## src/rtl/sr_ctrl.sv

```systemverilog
// sr_ctrl: queued set/reset pulse sequencer for an external SR flip-flop.
// Pulses s or r per request, then waits for q_fb confirmation or times out.
module sr_ctrl #(
  parameter int DEPTH   = 4,
  parameter int PULSE_W = 1,
  parameter int TIMEOUT = 3
) (
  input  logic       clk,
  input  logic       rst,
  input  logic       req_valid,
  input  logic       req_op,
  output logic       req_ready,
  output logic       s,
  output logic       r,
  input  logic       q_fb,
  input  logic       err_clr,
  output logic       busy,
  output logic       err,
  output logic [7:0] cmd_count
);

  localparam int AW = (DEPTH > 1) ? $clog2(DEPTH) : 1;
  localparam int CW = AW + 1;
  localparam logic [CW-1:0] FULL_N = CW'(DEPTH);
  localparam logic [3:0] PW_LAST = 4'(PULSE_W - 1);
  localparam logic [3:0] TO_LAST = 4'(TIMEOUT - 1);

  typedef enum logic [1:0] {
    S_IDLE,
    S_DRIVE,
    S_WAIT
  } state_t;

  state_t        state;
  logic          op;
  logic [3:0]    cnt;
  logic [AW-1:0] wr_ptr;
  logic [AW-1:0] rd_ptr;
  logic [CW-1:0] count;
  logic          mem [DEPTH];
  logic          full;
  logic          empty;
  logic          push;
  logic          pop;
  logic          head;

  assign full      = (count == FULL_N);
  assign empty     = (count == '0);
  assign req_ready = !full;
  assign push      = req_valid && !full;
  assign pop       = (state == S_IDLE) && !empty;
  assign head      = mem[rd_ptr];
  assign busy      = (state != S_IDLE) || !empty;

  // Request storage; contents need no reset since count gates reads.
  always_ff @(posedge clk) begin
    if (push) mem[wr_ptr] <= req_op;
  end

  // FIFO pointers and occupancy.
  always_ff @(posedge clk or posedge rst) begin
    if (rst) begin
      wr_ptr <= '0;
      rd_ptr <= '0;
      count  <= '0;
    end else begin
      if (push) wr_ptr <= wr_ptr + 1'b1;
      if (pop)  rd_ptr <= rd_ptr + 1'b1;
      if (push && !pop)      count <= count + 1'b1;
      else if (!push && pop) count <= count - 1'b1;
    end
  end

  // Pulse FSM with registered s/r, confirm counter and sticky error.
  always_ff @(posedge clk or posedge rst) begin
    if (rst) begin
      state     <= S_IDLE;
      op        <= 1'b0;
      cnt       <= '0;
      s         <= 1'b0;
      r         <= 1'b0;
      err       <= 1'b0;
      cmd_count <= '0;
    end else begin
      if (err_clr) err <= 1'b0;
      unique case (state)
        S_IDLE: begin
          s   <= 1'b0;
          r   <= 1'b0;
          cnt <= '0;
          if (pop) begin
            op    <= head;
            s     <= head;
            r     <= !head;
            state <= S_DRIVE;
          end
        end
        S_DRIVE: begin
          if (cnt == PW_LAST) begin
            s     <= 1'b0;
            r     <= 1'b0;
            cnt   <= '0;
            state <= S_WAIT;
          end else begin
            cnt <= cnt + 1'b1;
          end
        end
        S_WAIT: begin
          s <= 1'b0;
          r <= 1'b0;
          if (q_fb == op) begin
            cmd_count <= cmd_count + 8'd1;
            state     <= S_IDLE;
          end else if (cnt == TO_LAST) begin
            err   <= 1'b1;
            state <= S_IDLE;
          end else begin
            cnt <= cnt + 1'b1;
          end
        end
        default: begin
          s     <= 1'b0;
          r     <= 1'b0;
          state <= S_IDLE;
        end
      endcase
    end
  end

endmodule

```

## config.mk

```make
export PLATFORM = sky130hd
export DESIGN_NAME = sr_ctrl
export DESIGN_NICKNAME = d
export VERILOG_FILES = /design/src/rtl/sr_ctrl.sv
export SDC_FILE = /design/constraint.sdc
export NUM_CORES = 1
export LEC_CHECK = 0
export ABC_AREA = 1
export BUFFER_PORTS_ARGS = -buffer_cell sky130_fd_sc_hd__clkbuf_2
export CAP_MARGIN = 20
export CORE_MARGIN = 1
export CORE_UTILIZATION = 62
export CTS_CLUSTER_DIAMETER = 60
export DETAILED_ROUTE_END_ITERATION = 12
export PLACE_DENSITY = 0.9
export SETUP_SLACK_MARGIN = 0.4
export SYNTH_ARGS = -nofsm -noshare
export SYNTH_HDL_FRONTEND = slang
export SYNTH_SLANG_ARGS = --single-unit
```

## constraint.sdc

```tcl
create_clock -name clk -period 2.7 [get_ports clk]
set_input_delay 0.135 -clock clk [delete_from_list [all_inputs] [get_ports clk]]
set_output_delay 0.135 -clock clk [all_outputs]
set_load 0.01 [all_outputs]
```

==> impl_metrics.env, run 1 <==
export IMPL_status="finished, violations left"
export IMPL_violations="hold timing"
export IMPL_placed_area_sq_mm=0.00181
export IMPL_cp_max_fo=6
export IMPL_io_buffers=18
export IMPL_p_leak_nw=1.05
export IMPL_yosys_warnings=0
export IMPL_yosysSeqAreaShare_pct=44.3
export IMPL_slew_headroom_pct=38.1
export IMPL_clk_latency_ns=0.35
export IMPL_required_ns=2.96
export IMPL_drv_cap=0
export IMPL_worstSetupStartpointType="register"
export IMPL_rsz0062_at_grt="no"
export IMPL_max_freq_mhz=505
export IMPL_grt_pass1_wl_um=4890
export IMPL_ys_flop_type="dfrtp_1"
export IMPL_num_vias=1277
export IMPL_fin_skew_ns=0.0152
export IMPL_tns_ns=0
export IMPL_vias_per_cell=5.09
export IMPL_grt_use_met2_pct=39.5
export IMPL_syn_cell_area_sq_mm=0.00168
export IMPL_multi_input_area_sq_um=807
export IMPL_nets=240
export IMPL_register_area_sq_um=746
export IMPL_final_util_pct=76.1
export IMPL_cts_sinks=29
export IMPL_grt_util_met1_pct=29.1
export IMPL_fin_crit_ns=1.98
export IMPL_fillers=175
export IMPL_worst_hold_slack_ns=-0.0399
export IMPL_drt_total_wl_um=2940
export IMPL_async_reset_ff_share_pct=86.2
export IMPL_tightest_slew_ns=0.927
export IMPL_hpwl_um=2230
export IMPL_powerDensity_mw_per_mm2=1020
export IMPL_wl_per_cell_um=11.7
export IMPL_design_area_sq_mm=0.00192
export IMPL_slew_viol_final=0
export IMPL_drtAntennaViolNets=0
export IMPL_track_usage_pct=24.6
export IMPL_synth_distinct_cells=27
export IMPL_busiest_layer="met2"
export IMPL_rows=18
export IMPL_synth_top_cell_by_area="dfrtp_1"
export IMPL_antenna_found_initial=0
export IMPL_final_layout_size_suffix_gt1_share_pct=19.9
export IMPL_drc=0
export IMPL_total_power_mw=1.95
export IMPL_die_area_sq_mm=0.00293
export IMPL_finalCritPeriodShare_pct=73.4
export IMPL_synth_area_top_cells="dfrtp_1, nand2_1, ha_1, edfxtp_1, inv_1"
export IMPL_ioPinCount=19
export IMPL_syn2layout_area_growth_pct=14.1
export IMPL_fp_dieH_um=54.1
export IMPL_antenna_cells=0
export IMPL_cts_path_max_buffers=2
export IMPL_coreArea_sq_mm=0.00252
export IMPL_cp_end_kind="register"
export IMPL_synth_most_common_cell="nand2_1"
export IMPL_synth_edf_count=4
export IMPL_grt_pass1_vias=1190
export IMPL_dp_slack_ns=0.767
export IMPL_start_util_pct=66.7
export IMPL_h_tree_depth=2
export IMPL_syn_area_per_cell_sq_um=8.72
export IMPL_yosys_area_top_type_share_pct=37.2
export IMPL_ir_drop_mv=0.746
export IMPL_grt_overflow=0
export IMPL_finalSetupViolations=0
export IMPL_grt_max_degree=26
export IMPL_met3_usage_pct=9.89
export IMPL_dieWidth_um=54.1
export IMPL_synthTopCellsByCount="nand2_1, inv_1, dfrtp_1"
export IMPL_syn_nets=213
export IMPL_reg2reg_slack_ns=0.72
export IMPL_clk_pin_slew_worst_paths_ns=0.10
export IMPL_min_path_type="input port to asynchronous set/reset pin"
export IMPL_arrival_ns=2.24
export IMPL_cts_inserted_buffers=5
export IMPL_worst_r2r_cell_count=11
export IMPL_layout_setup_ws_ns=0.719
export IMPL_drtPass1Iterations=4
export IMPL_report_final_hold_viol_count=25
export IMPL_critPathKind="register to register"
export IMPL_drtIter0Drc=25
export IMPL_gp_congestion=0.795
export IMPL_cts_resized=0
export IMPL_ys_ff_latch=29
export IMPL_cts_tree="done"
export IMPL_clock_root_buffer="clkbuf_4"
export IMPL_synthCells=193
[cells by family after synthesis]
kind of cell	synth area share (%)
AO/OA/AOI/OAI	5.06
buffers and inverters	7.73
adder cells (fa/ha/maj)	10.9
XOR/XNOR	4.16
AND/OR/NAND/NOR	27.9
flip-flops	44.3
[sequential cells by signal (all words and copies together), names as in the netlist, 2 cells and up]
name / count
rd_ptr: 2
wr_ptr: 2
cmd_count: 8
mem: 4
count: 3
state: 2
cnt: 4
[final timing paths]
check / startpoint / end
max: count[1]$_DFFE_PP0P_ / count[2]$_DFFE_PP0P_
min: rst / cmd_count[3]$_DFFE_PP0N_
max reg2reg: count[1]$_DFFE_PP0P_ / count[2]$_DFFE_PP0P_
min reg2reg: rd_ptr[1]$_DFFE_PP0P_ / rd_ptr[1]$_DFFE_PP0P_
max in group asynchronous: rst / cnt[0]$_DFFE_PP0P_
min in group clk: req_valid / wr_ptr[0]$_DFFE_PP0P_
[where the power goes]
group / total, mW / switching, mW / internal [mW]
Sequential: 0.711 / 0.124 / 0.586
Combinational: 0.855 / 0.537 / 0.318
Clock: 0.383 / 0.163 / 0.220
[final cells by class]
class	count	area share [%]
multi-input cells	130	42.0
flip-flops and latches	29	38.9
inverters	34	6.78
repair buffers	20	5.74
clock buffers	6	2.67
clock inverters	2	1.96
well taps	30	1.96
[metrics by stage]
step           hold WS [ns]  std cells
6_report            -0.0399        251
3_3_place_gp          0.328        241
4_1_cts             0.00118        251
5_1_grt              0.0507        251
2_1_floorplan         0.162        193
3_5_place_dp          0.335        241
[routing by layer]
| metal | up-vias | share of wire (%) |
|---|---|---|
| li1 | 661 | - |
| met1 | 588 | 46 |
| met2 | 24 | 49 |
| met3 | 4 | 4.6 |
| met4 | 0 | 0.82 |
| met5 | - | 0 |
[worst max-delay path, cell delays in order, from the launching register on]
cell and delay, ns:
dfrtp_1 0.41, inv_1 0.10, nand3_1 0.12, nand2_1 0.15, inv_1 0.14, ha_1 0.16
inv_1 0.07, fa_1 0.39, nor2_1 0.11, nor2_1 0.04, nand2_1 0.07, xor2_1 0.14
[placed cells by master, fill, tap and decap left out, drive strengths merged, types with 2 or more instances in the layout]
cell,n
nand2,55
o21ai,8
nand4,5
xnor2,3
clkbuf,24
xor2,5
inv,34
a21oi,4
nand3,17
dfrtp,25
nor2,16
dlygate4sd3,2
ha,13
edfxtp,4
[repair_timing]
action | CTS | global route
endpoints found under the hold margin | 5 | 0
endpoints found under the setup margin | 0 | 0
buffers inserted | 0 | 0
hold buffers | 2 | 0
Note: power is estimated with default switching activity, not from simulation.
==> run 2, diff against run 1 <==
--- a/config.mk
+++ b/config.mk
@@ -9,10 +9,10 @@
 export BUFFER_PORTS_ARGS = -buffer_cell sky130_fd_sc_hd__clkbuf_2
 export CAP_MARGIN = 20
 export CORE_MARGIN = 1
-export CORE_UTILIZATION = 62
+export CORE_UTILIZATION = 57
 export CTS_CLUSTER_DIAMETER = 60
 export DETAILED_ROUTE_END_ITERATION = 12
-export PLACE_DENSITY = 0.9
+export PLACE_DENSITY = 0.84
 export SETUP_SLACK_MARGIN = 0.4
 export SYNTH_ARGS = -nofsm -noshare
 export SYNTH_HDL_FRONTEND = slang
==> constraint.sdc (replaced) <==
create_clock -name clk -period 2.1 [get_ports clk]
set_input_delay 0.105 -clock clk [delete_from_list [all_inputs] [get_ports clk]]
set_output_delay 0.105 -clock clk [all_outputs]
set_load 0.01 [all_outputs]
==> impl_metrics.env, run 2 (synthesis gave the netlist of run 1 again) <==
export IMPL_gp_congestion=0.797
export IMPL_slew_headroom_pct=77.2
export IMPL_h_tree_depth=2
export IMPL_drtIter0Drc=44
export IMPL_grt_pass1_wl_um=5580
export IMPL_fin_cells=268
export IMPL_fp_dieH_um=56.3
export IMPL_critPathKind="register to register"
export IMPL_coreArea_sq_mm=0.00278
export IMPL_cts_path_max_buffers=2
export IMPL_antenna_found_initial=0
export IMPL_clock_root_buffer="clkbuf_4"
export IMPL_hpwl_um=2230
export IMPL_dp_cells=243
export IMPL_track_usage_pct=23.3
export IMPL_cp_end_kind="register"
export IMPL_finalCritPeriodShare_pct=82.2
export IMPL_final_common_cell="nand2_1"
export IMPL_cts_inserted_buffers=5
export IMPL_clk_pin_slew_worst_paths_ns=0.09
export IMPL_cts_sinks=29
export IMPL_nets=256
export IMPL_syn2layout_area_growth_pct=23.9
export IMPL_drtPass1Iterations=4
export IMPL_fin_crit_ns=1.73
export IMPL_tns_ns=0
export IMPL_rsz0062_at_grt="yes"
export IMPL_tightest_slew_ns=0.343
export IMPL_powerDensity_mw_per_mm2=1360
export IMPL_min_path_type="input port to register"
export IMPL_drc=0
export IMPL_vias_per_cell=5.27
export IMPL_drtAntennaViolNets=0
export IMPL_io_buffers=18
export IMPL_start_util_pct=60.5
export IMPL_status="complete, no violations"
export IMPL_p_leak_nw=1.12
export IMPL_slew_viol_final=0
export IMPL_dieWidth_um=56.3
export IMPL_fin_skew_ns=0.00870
export IMPL_cts_tree="done"
export IMPL_num_vias=1412
export IMPL_multi_input_area_sq_um=873
export IMPL_ir_drop_mv=1.19
export IMPL_drv_cap=0
export IMPL_arrival_ns=1.96
export IMPL_max_freq_mhz=579
export IMPL_largestRegisters="cmd_count x8, cnt x4, mem x4"
export IMPL_register_area_sq_um=746
export IMPL_antenna_cells=0
export IMPL_drt_total_wl_um=3600
export IMPL_grt_max_degree=26
export IMPL_grt_pass1_vias=1305
export IMPL_rows=19
export IMPL_ioPinCount=19
export IMPL_report_final_hold_viol_count=0
export IMPL_finalSetupViolations=0
export IMPL_required_ns=2.33
export IMPL_largest_reg_flops=8
export IMPL_worstSetupStartpointType="register"
export IMPL_top_register="cmd_count"
export IMPL_final_layout_size_suffix_gt1_share_pct=30.8
export IMPL_die_area_sq_mm=0.00317
export IMPL_fillers=195
export IMPL_final_cell_mix="nand2_1, dfrtp_1, inv_1"
export IMPL_cp_max_fo=4
export IMPL_grt_overflow=0
export IMPL_clk_latency_ns=0.34
export IMPL_wl_per_cell_um=13.4
==> run 2: worst max-delay path: stages, from the launching register on <==
cell and delay [ns]:
dfrtp_1 0.42, inv_2 0.12, nand3_4 0.10, nand2_4 0.09, inv_4 0.05, ha_4 0.16, inv_4 0.06, fa_2 0.45
nor2_4 0.13, a21oi_2 0.04
==> run 2: path summary, 6_finish.rpt <==
kind | start | end | slack [ns] | cells after the start
setup reg to reg | count[1]$_DFFE_PP0P_ | count[1]$_DFFE_PP0P_ | 0.37 | 9
hold reg to reg | rd_ptr[1]$_DFFE_PP0P_ | rd_ptr[1]$_DFFE_PP0P_ | 0.51 | 1
setup / recovery | count[1]$_DFFE_PP0P_ | count[1]$_DFFE_PP0P_ | 0.37 | 9
hold / removal | req_valid | wr_ptr[1]$_DFFE_PP0P_ | 0.11 | 4
max in group asynchronous | rst | s$_DFFE_PP0P_ | 1.51 | 4
min in group asynchronous | rst | r$_DFFE_PP0P_ | 0.35 | 4
==> run 2: report_power, final <==
group | switching (mW) | internal (mW)
Sequential | 0.158 | 0.754
Combinational | 0.904 | 0.665
Clock | 0.195 | 0.165
==> run 2: area by class of cell <==
| class | count | area share (%) |
|---|---|---|
| sequential | 29 | 35.8 |
| inverter | 34 | 6.48 |
| multi-input combinational | 130 | 41.9 |
| timing repair buffer | 36 | 11.2 |
| tap | 31 | 1.86 |
| clock buffer | 8 | 2.82 |
==> run 2: stage by stage <==
step | worst slack [ns] | total power, mW | util [%] | hold WS (ns) | instance area (sq um)
final | 0.374 | 2.84 | 74.9 | 0.108 | 2080
after global routing | 0.333 | 3.04 | 74.9 | 0.117 | 2080
after CTS | 0.420 | 2.54 | 71.3 | 0.0600 | 1980
after detailed placement | 0.207 | 2.06 | 66.0 | 0.154 | 1840
after global placement | 0.327 | 2.00 | 66.0 | 0.149 | 1840
after floorplan | 0.397 | 1.78 | - | 0.132 | 1700
==> run 2: repair_timing <==
item / CTS / global route
pin swaps: 1 / 8
hold buffers: 3 / 0
setup endpoints to repair: 2 / 2
setup buffers: 6 / 8
endpoints found under the hold margin: 30 / 0
gates resized for setup: 7 / 10
==> run 2: per-layer routing <==
layer	track usage, %	part of all wire (%)	vias to the layer above
li1	-	-	695
met5	0	0	-
met1	26.9	43	668
met4	10.1	2.5	0
met3	7.60	4.4	11
met2	39.5	50	38
